<file path="config.mk">
export PLATFORM = sky130hd
export DESIGN_NAME = leading_count15
export DESIGN_NICKNAME = d
export VERILOG_FILES = /design/src/rtl/posit_pkg.sv /design/src/rtl/leading_count_core.sv /design/src/rtl/leading_count15.sv
export SDC_FILE = /design/constraint.sdc
export NUM_CORES = 1
export LEC_CHECK = 0
export CELL_PAD_IN_SITES_DETAIL_PLACEMENT = 0
export CELL_PAD_IN_SITES_GLOBAL_PLACEMENT = 1
export CORE_MARGIN = 3
export CORE_UTILIZATION = 35
export DETAILED_ROUTE_END_ITERATION = 10
export DONT_BUFFER_PORTS = 1
export PLACE_DENSITY_LB_ADDON = 0.1
export SYNTH_ARGS = -nofsm -noshare
export SYNTH_HDL_FRONTEND = slang
export SYNTH_SLANG_ARGS = --single-unit
</file>
<file path="constraint.sdc">
create_clock -name clk -period 0.9 [get_ports clk]
set_clock_uncertainty 0.05 [all_clocks]
set_input_delay 0.18 -clock clk [delete_from_list [all_inputs] [get_ports clk]]
set_output_delay 0.18 -clock clk [all_outputs]
set_load 0.02 [all_outputs]
</file>
<file path="src/rtl/posit_pkg.sv">
// Shared posit format constants used by the decode path.
// The leading-count field is the posit word with the sign bit stripped.
package posit_pkg;

    localparam int POSIT_NBITS = 16;
    localparam int POSIT_ES    = 1;

    localparam int LC_WIDTH = POSIT_NBITS - 1;
    localparam int LC_CNT_W = $clog2(POSIT_NBITS);

endpackage

</file>
<file path="src/rtl/leading_count_core.sv">
// Combinational leading-zero counter: distance from the MSB to the first set bit.
// An all-zero input yields WIDTH.
module leading_count_core #(
    parameter int WIDTH = 15,
    parameter int CNT_W = 4
) (
    input  logic [WIDTH-1:0] value,
    output logic [CNT_W-1:0] count
);

    logic found;

    // Priority scan from the MSB; the first set bit fixes the count.
    always_comb begin
        count = CNT_W'(WIDTH);
        found = 1'b0;
        for (int i = WIDTH - 1; i >= 0; i--) begin
            if (!found && value[i]) begin
                count = CNT_W'(WIDTH - 1 - i);
                found = 1'b1;
            end
        end
    end

endmodule

</file>
<file path="src/rtl/leading_count15.sv">
// Registered leading-zero / leading-one counter for the posit regime field.
// Both counts and the all-zero / all-one flags appear one cycle after in_valid.
module leading_count15
    import posit_pkg::*;
#(
    parameter int WIDTH = LC_WIDTH,
    parameter int CNT_W = LC_CNT_W
) (
    input  logic             clk,
    input  logic             rst_n,
    input  logic             in_valid,
    input  logic [WIDTH-1:0] num,
    output logic             out_valid,
    output logic [CNT_W-1:0] leading_zeroes,
    output logic [CNT_W-1:0] leading_ones,
    output logic             all_zero,
    output logic             all_one
);

    logic [CNT_W-1:0] lz_comb;
    logic [CNT_W-1:0] lo_comb;
    logic [WIDTH-1:0] num_inv;

    assign num_inv = ~num;

    leading_count_core #(.WIDTH(WIDTH), .CNT_W(CNT_W)) u_lz (
        .value (num),
        .count (lz_comb)
    );

    // Leading ones of num are the leading zeroes of its complement.
    leading_count_core #(.WIDTH(WIDTH), .CNT_W(CNT_W)) u_lo (
        .value (num_inv),
        .count (lo_comb)
    );

    // Results load only on accepted inputs so idle-cycle garbage on num never reaches the outputs.
    always_ff @(posedge clk or negedge rst_n) begin
        if (!rst_n) begin
            out_valid      <= 1'b0;
            leading_zeroes <= '0;
            leading_ones   <= '0;
            all_zero       <= 1'b0;
            all_one        <= 1'b0;
        end else begin
            out_valid <= in_valid;
            if (in_valid) begin
                leading_zeroes <= lz_comb;
                leading_ones   <= lo_comb;
                all_zero       <= (num == '0);
                all_one        <= (&num);
            end
        end
    end

endmodule

</file>
==> metrics.txt <==
RSZ-0062 raised after global routing true; Final period util 1.15; Yosys reg bits 11; sequential area share after synthesis 0.397; crit path DAT 0.80 ns; top-level port count 29; clock slew at reported path FFs 0.08 ns; crit end category primary output; largest net degree at the start of global routing 12; Layout Nets 128; synthesized net count 98; root buffer cell clkbuf_4; Largest delay share family, worst path flip-flops; Longest Clk Path Bufs 2; status complete, but fails checks; Reg power frac 0.504; Pwr per Cell Area 1040 mW/mm^2; top cells by area in the synthesized netlist dfrtp_1 (40%), nand2_1 (6.0%), o21ai_0 (5.1%), inv_1 (3.8%), a21oi_1 (3.6%); Worst slew margin 0.676; syn avg cell area 8.66 um^2; Setup CP Type flip-flop to primary output; dpl hpwl 1390 um; final hold vios 0; switching power 278 uW; worst slew pin tran 0.484 ns; setup ws final -0.134 ns; ratio of cells with drive above 1 in the final layout 0.385; Synth Instances 80; post-route ant nets 0; overall power 1070 uW; final instance area 0.00103 mm^2; Ys Warns 0; ys async rst share 1.00; Logic pwr share 0.178; Top FF cell, synth dfrtp_1; Initial Util 0.385; clk sinks 11; Final min period 1.03 ns; insertion delay to the later sink of the worst-skew pair 0.27 ns; drt total wl 2020 um; row count 15; internal power 795 uW; Clock power frac 0.318; die area 0.00255 mm^2; Fmax 967 MHz; Yosys top cell by area dfrtp_1; CTS Buf Count 3; diode count 0; top-area cell type share of the netlist area 0.397; CTS tree yes; vias per cell 5.54; die height 50.5 um; DR pass1 iterations 4; max-capacitance violation count 0; Critical Path RT 0.67 ns; H-tree depth 1; final max-slew violation count 0; I/O Buffers 0; CP bufs+invs 1; Mapped Area 693 um^2; vias 743; synth unique cells 35; slowest cell on the critical path dfrtp_1; DRT iter0 DRCs 27; vias in the first global route 690; startpoint types flip-flop; Syn-to-layout area delta 48.6%; GPL Wtd Cong 0.776; core area 0.00180 mm^2; Post-DP Area 831 um^2; Post-synth top cells dfrtp_1 (11), nand2_1 (11), inv_1 (7), o21ai_0 (7), a21oi_1 (5); wire length per cell 15.1 um; initial antenna violation count 0; Hold Crit Class input pin to flip-flop; VDD IR max 0.405 mV; DRC Markers 0; Sw Ratio 0.259; Setup Viol. Count Final 15; GRT Total Usage 0.167; Max stage delay on crit path 0.40 ns; static leakage 0.000430 uW; failing checks negative setup slack; Max FO, Critical Path 2; Post-synth EDFFs 0; global-route wire length before repair 3190 um; CP cell instances buf_6; die span in x 50.5 um; grt ovf 0
## layout make-up
class	instances	area, um^2
clock buffers	4	26.3
inverters	8	30.0
flip-flops and latches	11	278
well taps	25	31.3
fillers	172	772
repair buffers	27	238
multi-input cells	59	427
## stage by stage
step                      utilization  TNS (ns)  setup slack, ns  instances  hold WS, ns
final                           0.572     -1.19           -0.134        134      0.00715
after global routing            0.572     -1.70           -0.168        134       0.0243
after CTS                       0.529     -1.26           -0.136        127      0.00695
after detailed placement        0.461     -1.73           -0.356        117       -0.165
after global placement          0.461     -1.68           -0.359        117       -0.165
after floorplan                     -    -0.863           -0.319         80       -0.166
## layer usage
| metal | up-vias | routed length (um) | GRT usage | part of all wire |
|---|---|---|---|---|
| met3 | 4 | 162 | 0.0504 | 0.080 |
| met5 | - | 0 | 0 | 0 |
| met1 | 339 | 868 | 0.222 | 0.43 |
| met2 | 37 | 965 | 0.250 | 0.48 |
| li1 | 363 | - | - | - |
| met4 | 0 | 25 | 0.0673 | 0.012 |
## flip-flops by register name (all words and copies together) (netlist names)
register and count:
leading_zeroes 4, out_valid 1, leading_ones 4, all_one 1, all_zero 1
## placed cells by master, fill, tap and decap left out, drive strengths merged
cell          n
o211ai        1
dlygate4sd3   2
o311ai        1
buf          25
o21bai        1
clkinv        1
clkbuf        4
nor3          1
o2bb2ai       1
o21ai         8
nand2b        3
and4          3
a21oi         5
or3           1
a22o          1
o221a         1
nand4         1
a32o          2
o31ai         2
o2111ai       2
a311oi        1
dfrtp        11
nand2        11
nor2b         1
a31oi         1
nor4          4
nor2          3
nand3         3
inv           7
and3          1
## power groups by stage
| stage | Clock (uW) | Combinational (uW) | Sequential [uW] |
|---|---|---|---|
| after global placement | 0 | 135 | 547 |
| final | 342 | 191 | 541 |
| after detailed placement | 0 | 135 | 548 |
| after floorplan | 0 | 87.5 | 563 |
| after CTS | 339 | 177 | 541 |
| after global routing | 386 | 213 | 543 |
## final timing paths
| kind | from | end | slack [ns] | cells past startpoint |
|---|---|---|---|---|
| worst min-delay path | num[2] | all_one | 0.007 | 2 |
| worst min register to register | leading_ones[1] | leading_ones[1] | 0.54 | 1 |
| worst max register to register | leading_zeroes[0] | leading_zeroes[0] | -0.03 | 2 |
| worst max-delay path | leading_ones[0] | leading_ones[0] | -0.13 | 1 |
| min in group asynchronous | rst_n | all_zero | 0.25 | 1 |
| max in group asynchronous | rst_n | leading_ones[2] | 0.18 | 1 |
## logic make-up after synthesis
kind of cell | share of synthesized area
buffers and inverters | 0.0650
AOI/OAI and AO/OA | 0.274
and+or+nand+nor | 0.264
DFF | 0.397
## repair_timing
action | 4_1_cts | 5_1_grt
endpoints found under the setup margin | 14 | 16
pin swaps | 3 | 2
hold buffers | 2 | 0
gates resized for setup | 12 | 6
setup buffers | 4 | 7
endpoints found under the hold margin | 15 | 0
(Power assumes the default switching activity.)
==> edit 1, RTL diff (config.mk and constraints unchanged) <==
The output `out_valid` loses its register stage (`out_valid` becomes a continuous assignment).
--- a/src/rtl/leading_count15.sv
+++ b/src/rtl/leading_count15.sv
@@ -37,13 +37,11 @@
     // Results load only on accepted inputs so idle-cycle garbage on num never reaches the outputs.
     always_ff @(posedge clk or negedge rst_n) begin
         if (!rst_n) begin
-            out_valid      <= 1'b0;
             leading_zeroes <= '0;
             leading_ones   <= '0;
             all_zero       <= 1'b0;
             all_one        <= 1'b0;
         end else begin
-            out_valid <= in_valid;
             if (in_valid) begin
                 leading_zeroes <= lz_comb;
                 leading_ones   <= lo_comb;
@@ -53,5 +51,7 @@
         end
     end
 
+    assign out_valid = in_valid;
+
 endmodule
 
Formal check against the unedited RTL: not equivalent (Yosys sat finds a counterexample within 4 cycles, from zero or initial values and one cycle with rst_n low).
==> edit 1 against the unedited design <==
The flow still finishes with violations (setup timing). Area after synthesis shrank 2.5%. Power shrank 10%. Count of clock-buffer cells in the layout shrank 1. Non-clock buffer count shrank 7. Wire length shrank 6.6%. Clock power shrank 12%. Worst setup slack gained 0.0064 ns. Cell area shrank 8.9%. Sequential cell count shrank 1. Critical path depth is the same. Global-route usage shrank 0.31 points. Largest power group unchanged.
==> edit 1: results (changes against the unedited design) <==
Yosys
  – Syn Inst Count: 80 (unchanged)
  – Syn nets: 98 (unchanged)
  – Top cells by count, synth: nand2_1, dfrtp_1, inv_1, o21ai_0, a21oi_1 (was dfrtp_1, nand2_1, inv_1, o21ai_0, a21oi_1)
  – Post-synthesis mux area share: 0 (unchanged)
  – Seq/Total Area, Yosys: 0.3704 (was 0.3971)
  – Synth unique cells: 36 (was 35)
  – Synth Area in Compound Gates: 0.2815 (was 0.2744)
  – Top FF cell, synth: dfrtp_1 (unchanged)
  – Synth async-reset ratio: 1.000 (unchanged)
  – Post-synthesis adder-cell area fraction: 0 (unchanged)
  – Largest cells by area after synthesis: dfrtp_1, nand2_1, o21ai_0, inv_1, a21oi_1 (unchanged)
  – Post-Synth XOR/XNOR Area: 0 (unchanged)
  – YS warnings: 0 (unchanged)

Final layout
  – Largest registers: leading_ones (4), leading_zeroes (4) (unchanged)
  – Share of cells above drive strength 1: 0.3300 (was 0.3853)
  – # nets final: 120 (was 128)
  – Fillers: 180 (was 172)
  – Final std cells w/o fill: 125 (was 134)
  – Antenna diode instance count: 0 (unchanged)

Clock network
  – Reg clk slew, reported paths: 0.06 ns (was 0.08 ns)
  – Clk root buf: clkbuf_4 (unchanged)
  – H-tree levels: 1 (unchanged)
  – Clock Path Buffers: 2 (unchanged)
  – Total CTS buffers: 3 (unchanged)
  – Worst-Skew Late Latency: 0.26 ns

Power
  – Leak: 0.3799 nW (was 0.4298 nW)
  – Sw Ratio: 0.2526 (was 0.2591)
  – VDD IR max: 0.0007971 V (was 0.0004055 V)

STA
  – Setup TNS: -1.106 ns (was -1.186 ns)
  – Final setup viols: 13 (was 15)
  – Worst Tran Pin Value: 0.4900 ns (was 0.4845 ns)
  – Final setup margin: -0.1275 ns (was -0.1339 ns)

Place
  – DPL Wire Length: 1401 um (was 1391 um)
  – Placer Congestion: 0.7516 (was 0.7755)
  – Number of port buffers: 0 (unchanged)
  – DP Worst Slack: -0.3343 ns (was -0.3556 ns)

Global routing
  – First-pass GRT wire length: 3070 um (was 3187 um)
  – Met3 Use GR: 0.08459 (was 0.05045)
  – Global Route Usage Sum: 0.1635 (was 0.1666)
  – GR Util met1: 0.2111 (was 0.2218)
  – Pin count of the biggest net entering global routing: 13 (was 12)
  – Vias in the first global route: 674 (was 690)
  – Met2 usage: 0.2445 (was 0.2500)
  – Initial antenna violation count: 0 (unchanged)

Hold path
  – WHS Path Cells: 2 (unchanged)
  – Min-Delay Path Class: in -> reg (unchanged)

Detailed routing
  – Initial DRC count: 23 (was 27)
  – Pre-antenna DRT Iters: 4 (unchanged)
  – Routed wire length: 1888 um (was 2021 um)
  – Vias per cell: 5.584 (was 5.545)

Worst setup path
  – Critical Path Slowest Stage Cell: dfrtp_1 (unchanged)
  – CP peak stage delay: 0.40 ns (about the same)
  – CP Max Fanout: 2 (unchanged)
  – Arr. time, crit path: 0.80 ns (about the same)
  – Reg2reg path depth: 2 (unchanged)
  – Dominant delay contributor by cell family on the critical path: flip-flops (unchanged)

Run status
  – Status: complete, but fails checks (unchanged)
  – Violated checks: setup timing (unchanged)
## edit 1: cell types whose count changed in the layout (fill, tap and decap cells not counted)
cell      unedited run  this run
nand3_4              1         0
clkbuf_1             1         0
dfrtp_1              9         8
nand3_2              0         1
nor4_2               1         0
buf_4               17         8
o21ai_0              5         6
nor4_1               1         2
o21ai_2              2         1
buf_6                8        10
## edit 1: path summary, 6_finish.rpt
path	from	endpoint	slack, ns
worst max register to register	leading_zeroes[0]	leading_zeroes[0]	-0.03
worst min-delay path	num[2]	all_one	0.02
max in group asynchronous	rst_n	leading_ones[1]	0.18
min in group asynchronous	rst_n	leading_zeroes[0]	0.27
worst max-delay path	all_zero	all_zero	-0.13
worst min register to register	all_one	all_one	0.47
## edit 1: cell families (layout without fill, tap and decap cells)
family / count (synthesis) / in the layout
buffers and inverters: 11 / 31
flip-flops: 10 / 10
AO/OA/AOI/OAI: 27 / 27
AND/OR/NAND/NOR: 32 / 32
## edit 1: timing repair
| item | in CTS | in global routing |
|---|---|---|
| pin swaps | 4 | 2 |
| gates resized for setup | 13 | 3 |
| endpoints found under the setup margin | 13 | 14 |
| hold endpoints to repair | 13 | 0 |
| buffers inserted | 4 | 1 |
| hold buffers | 2 | 0 |
## edit 1: area by class of cell
class | instances | share of cell area
Clock buffer | 3 | 0.02400
Inverter | 8 | 0.03200
Multi-Input combinational cell | 59 | 0.4360
Sequential cell | 10 | 0.2693
Tap cell | 25 | 0.03333
Timing Repair Buffer | 20 | 0.2053
## edit 1: layer usage
layer / vias up / share of wire
met5: - / 0
met4: 0 / 0.0037
met3: 2 / 0.078
met2: 19 / 0.47
met1: 335 / 0.45
li1: 342 / -
## edit 1: power groups by stage
stage	combinational, W	clock (W)	sequential (W)
CTS	0.000174	0.000313	0.000490
floorplan	0.0000940	0	0.000512
detailed placement	0.000135	0	0.000496
global route	0.000189	0.000342	0.000493
finish	0.000172	0.000300	0.000490
global placement	0.000135	0	0.000496
## edit 1: stage by stage
step | cell area (um2) | total power [W]
detailed placement | 805.8 | 0.0006305
global placement | 805.8 | 0.0006307
floorplan | 691.9 | 0.0006057
CTS | 927.1 | 0.0009769
global route | 938.4 | 0.001024
finish | 938.4 | 0.0009619
==> edit 2, RTL diff (same settings) <==
Made on the original files. Set the package constant `POSIT_NBITS` to 32 (it was 16).
--- a/src/rtl/posit_pkg.sv
+++ b/src/rtl/posit_pkg.sv
@@ -2,7 +2,7 @@
 // The leading-count field is the posit word with the sign bit stripped.
 package posit_pkg;
 
-    localparam int POSIT_NBITS = 16;
+    localparam int POSIT_NBITS = 32;
     localparam int POSIT_ES    = 1;
 
     localparam int LC_WIDTH = POSIT_NBITS - 1;
Interface: changed (resized leading_ones, leading_zeroes and num); port bits go from 29 to 47. The function was not compared with the original's and may differ.
==> edit 2 against the unedited design <==
The run ends with hold timing, setup timing left. Area after synthesis increased by 71%. Hold slack worse by 0.093 ns. Via count rose by 98%. Cell area up 76%. Wire length grew 110%. Sequential cell count rose by 2. Power increased by 31%. Combinational power up 100%. Count of clock-buffer cells in the layout decreased by 1. Sequential share of layout area is 9.0 points lower. Final cell count increased by 87%. Fmax decreased by 33%. Worst setup slack worse by 0.51 ns. Critical path type is now in -> reg. Highest routed layer unchanged.
==> edit 2: results (changes against the unedited design) <==
Detailed routing
  – M1 wire length: 1819 um (was 868 um)
  – Vias per cell: 5.880 (was 5.545)
  – Routed wire length: 4295 um (was 2021 um)
  – DR WL/cell: 17.18 um (was 15.08 um)

Run status
  – Status: complete, but fails checks (unchanged)
  – Violated checks: hold timing, setup timing (was setup timing)

STA
  – Worst Hold Slack: -0.08610 ns (was 0.007146 ns)
  – Final setup viols: 25 (was 15)
  – Final setup margin: -0.6432 ns (was -0.1339 ns)
  – Final hold violations: 14 (was 0)

Power
  – Switching Power: 0.0004200 W (was 0.0002782 W)
  – Leak: 0.8024 nW (was 0.4298 nW)
  – VDD IR max: 0.0006925 V (was 0.0004055 V)

Place
  – DP Worst Slack: -0.9537 ns (was -0.3556 ns)
  – Placer Congestion: 0.8573 (was 0.7755)

Global routing
  – Vias in the first global route: 1,477 (was 690)
  – First-pass GRT wire length: 6851 um (was 3187 um)
  – Global Route Usage Sum: 0.2080 (was 0.1666)

Yosys
  – Post-Syn Area per Cell: 7.795 um2 (was 8.665 um2)
  – Synth unique cells: 43 (was 35)
  – Seq/Total Area, Yosys: 0.2746 (was 0.3971)
  – Largest cells by area after synthesis: dfrtp_1, o21ai_0, nand4_1, nor2_1, a21oi_1 (was dfrtp_1, nand2_1, o21ai_0, inv_1, a21oi_1)
  – Syn nets: 186 (was 98)

Worst setup path
  – CP Max Fanout: 7 (was 2)

Final layout
  – Share of cells above drive strength 1: 0.3835 (was 0.3853)

Hold path
  – Min-Delay Path Class: in -> async (was in -> reg)
[edit 2: cell count changes after synthesis, sizes merged, moves of 5 or more]
cell,before,now
o21ai,8,14
nand4,1,10
inv,7,12
or4,0,5
nand3,3,8
nor2,3,14
o21bai,1,6
[edit 2: power by group through the flow]
stage	Sequential, W	Clock [W]	Combinational [W]
finish	0.000638	0.000381	0.000384
global route	0.000642	0.000414	0.000418
CTS	0.000638	0.000385	0.000349
detailed placement	0.000647	0	0.000292
global placement	0.000646	0	0.000292
floorplan	0.000672	0	0.000158
[edit 2: metrics by stage]
step | TNS [ns] | power (W)
floorplan | -7.852 | 0.0008297
global placement | -8.790 | 0.0009376
detailed placement | -8.908 | 0.0009387
CTS | -7.188 | 0.001372
global route | -8.456 | 0.001474
finish | -7.540 | 0.001403
[edit 2: worst paths after layout]
check                                       start           endpoint  slack (ns)  cells past startpoint
worst max-delay path                      num[22]  leading_zeroes[1]       -0.64                      6
max in group asynchronous                   rst_n  leading_zeroes[1]        0.45                      1
worst max register to register    leading_ones[1]    leading_ones[1]       -0.16                      4
worst min-delay path                        rst_n  leading_zeroes[0]       -0.09                      1
min in group clk                         in_valid            all_one       -0.02                      2
worst min register to register  leading_zeroes[3]  leading_zeroes[3]        0.49                      1
[edit 2: cell type report]
class	instances	area [um2]
Clock inverter	1	5.005
Clock buffer	3	22.52
Multi-Input combinational cell	125	898.4
Tap cell	44	55.05
Fill cell	308	1339
Timing Repair Buffer	52	461.7
Inverter	12	45.04
Sequential cell	13	326.6
[edit 2: critical path, stage by stage]
cell and delay (ns):
or4_4 0.54, nor4_4 0.32, nand4_2 0.18, buf_4 0.17, o2111ai_2 0.20, o2bb2ai_1 0.08
[edit 2: what timing repair did]
item / CTS / global route
setup endpoints to repair: 25 / 26
gates resized for setup: 27 / 10
endpoints found under the hold margin: 18 / 21
hold buffers: 1 / 1
pin swaps: 9 / 2
buffers inserted: 8 / 8
[edit 2: cell families after synthesis]
logic type,Yosys count
compound gates,51
buf+inv,14
flops,13
mux,4
simple gates,70
[edit 2: per-layer routing]
metal | up-vias | GRT usage
met4 | 0 | 0.05013
met1 | 698 | 0.2592
met5 | - | 0
met3 | 8 | 0.07381
li1 | 699 | -
met2 | 65 | 0.3419
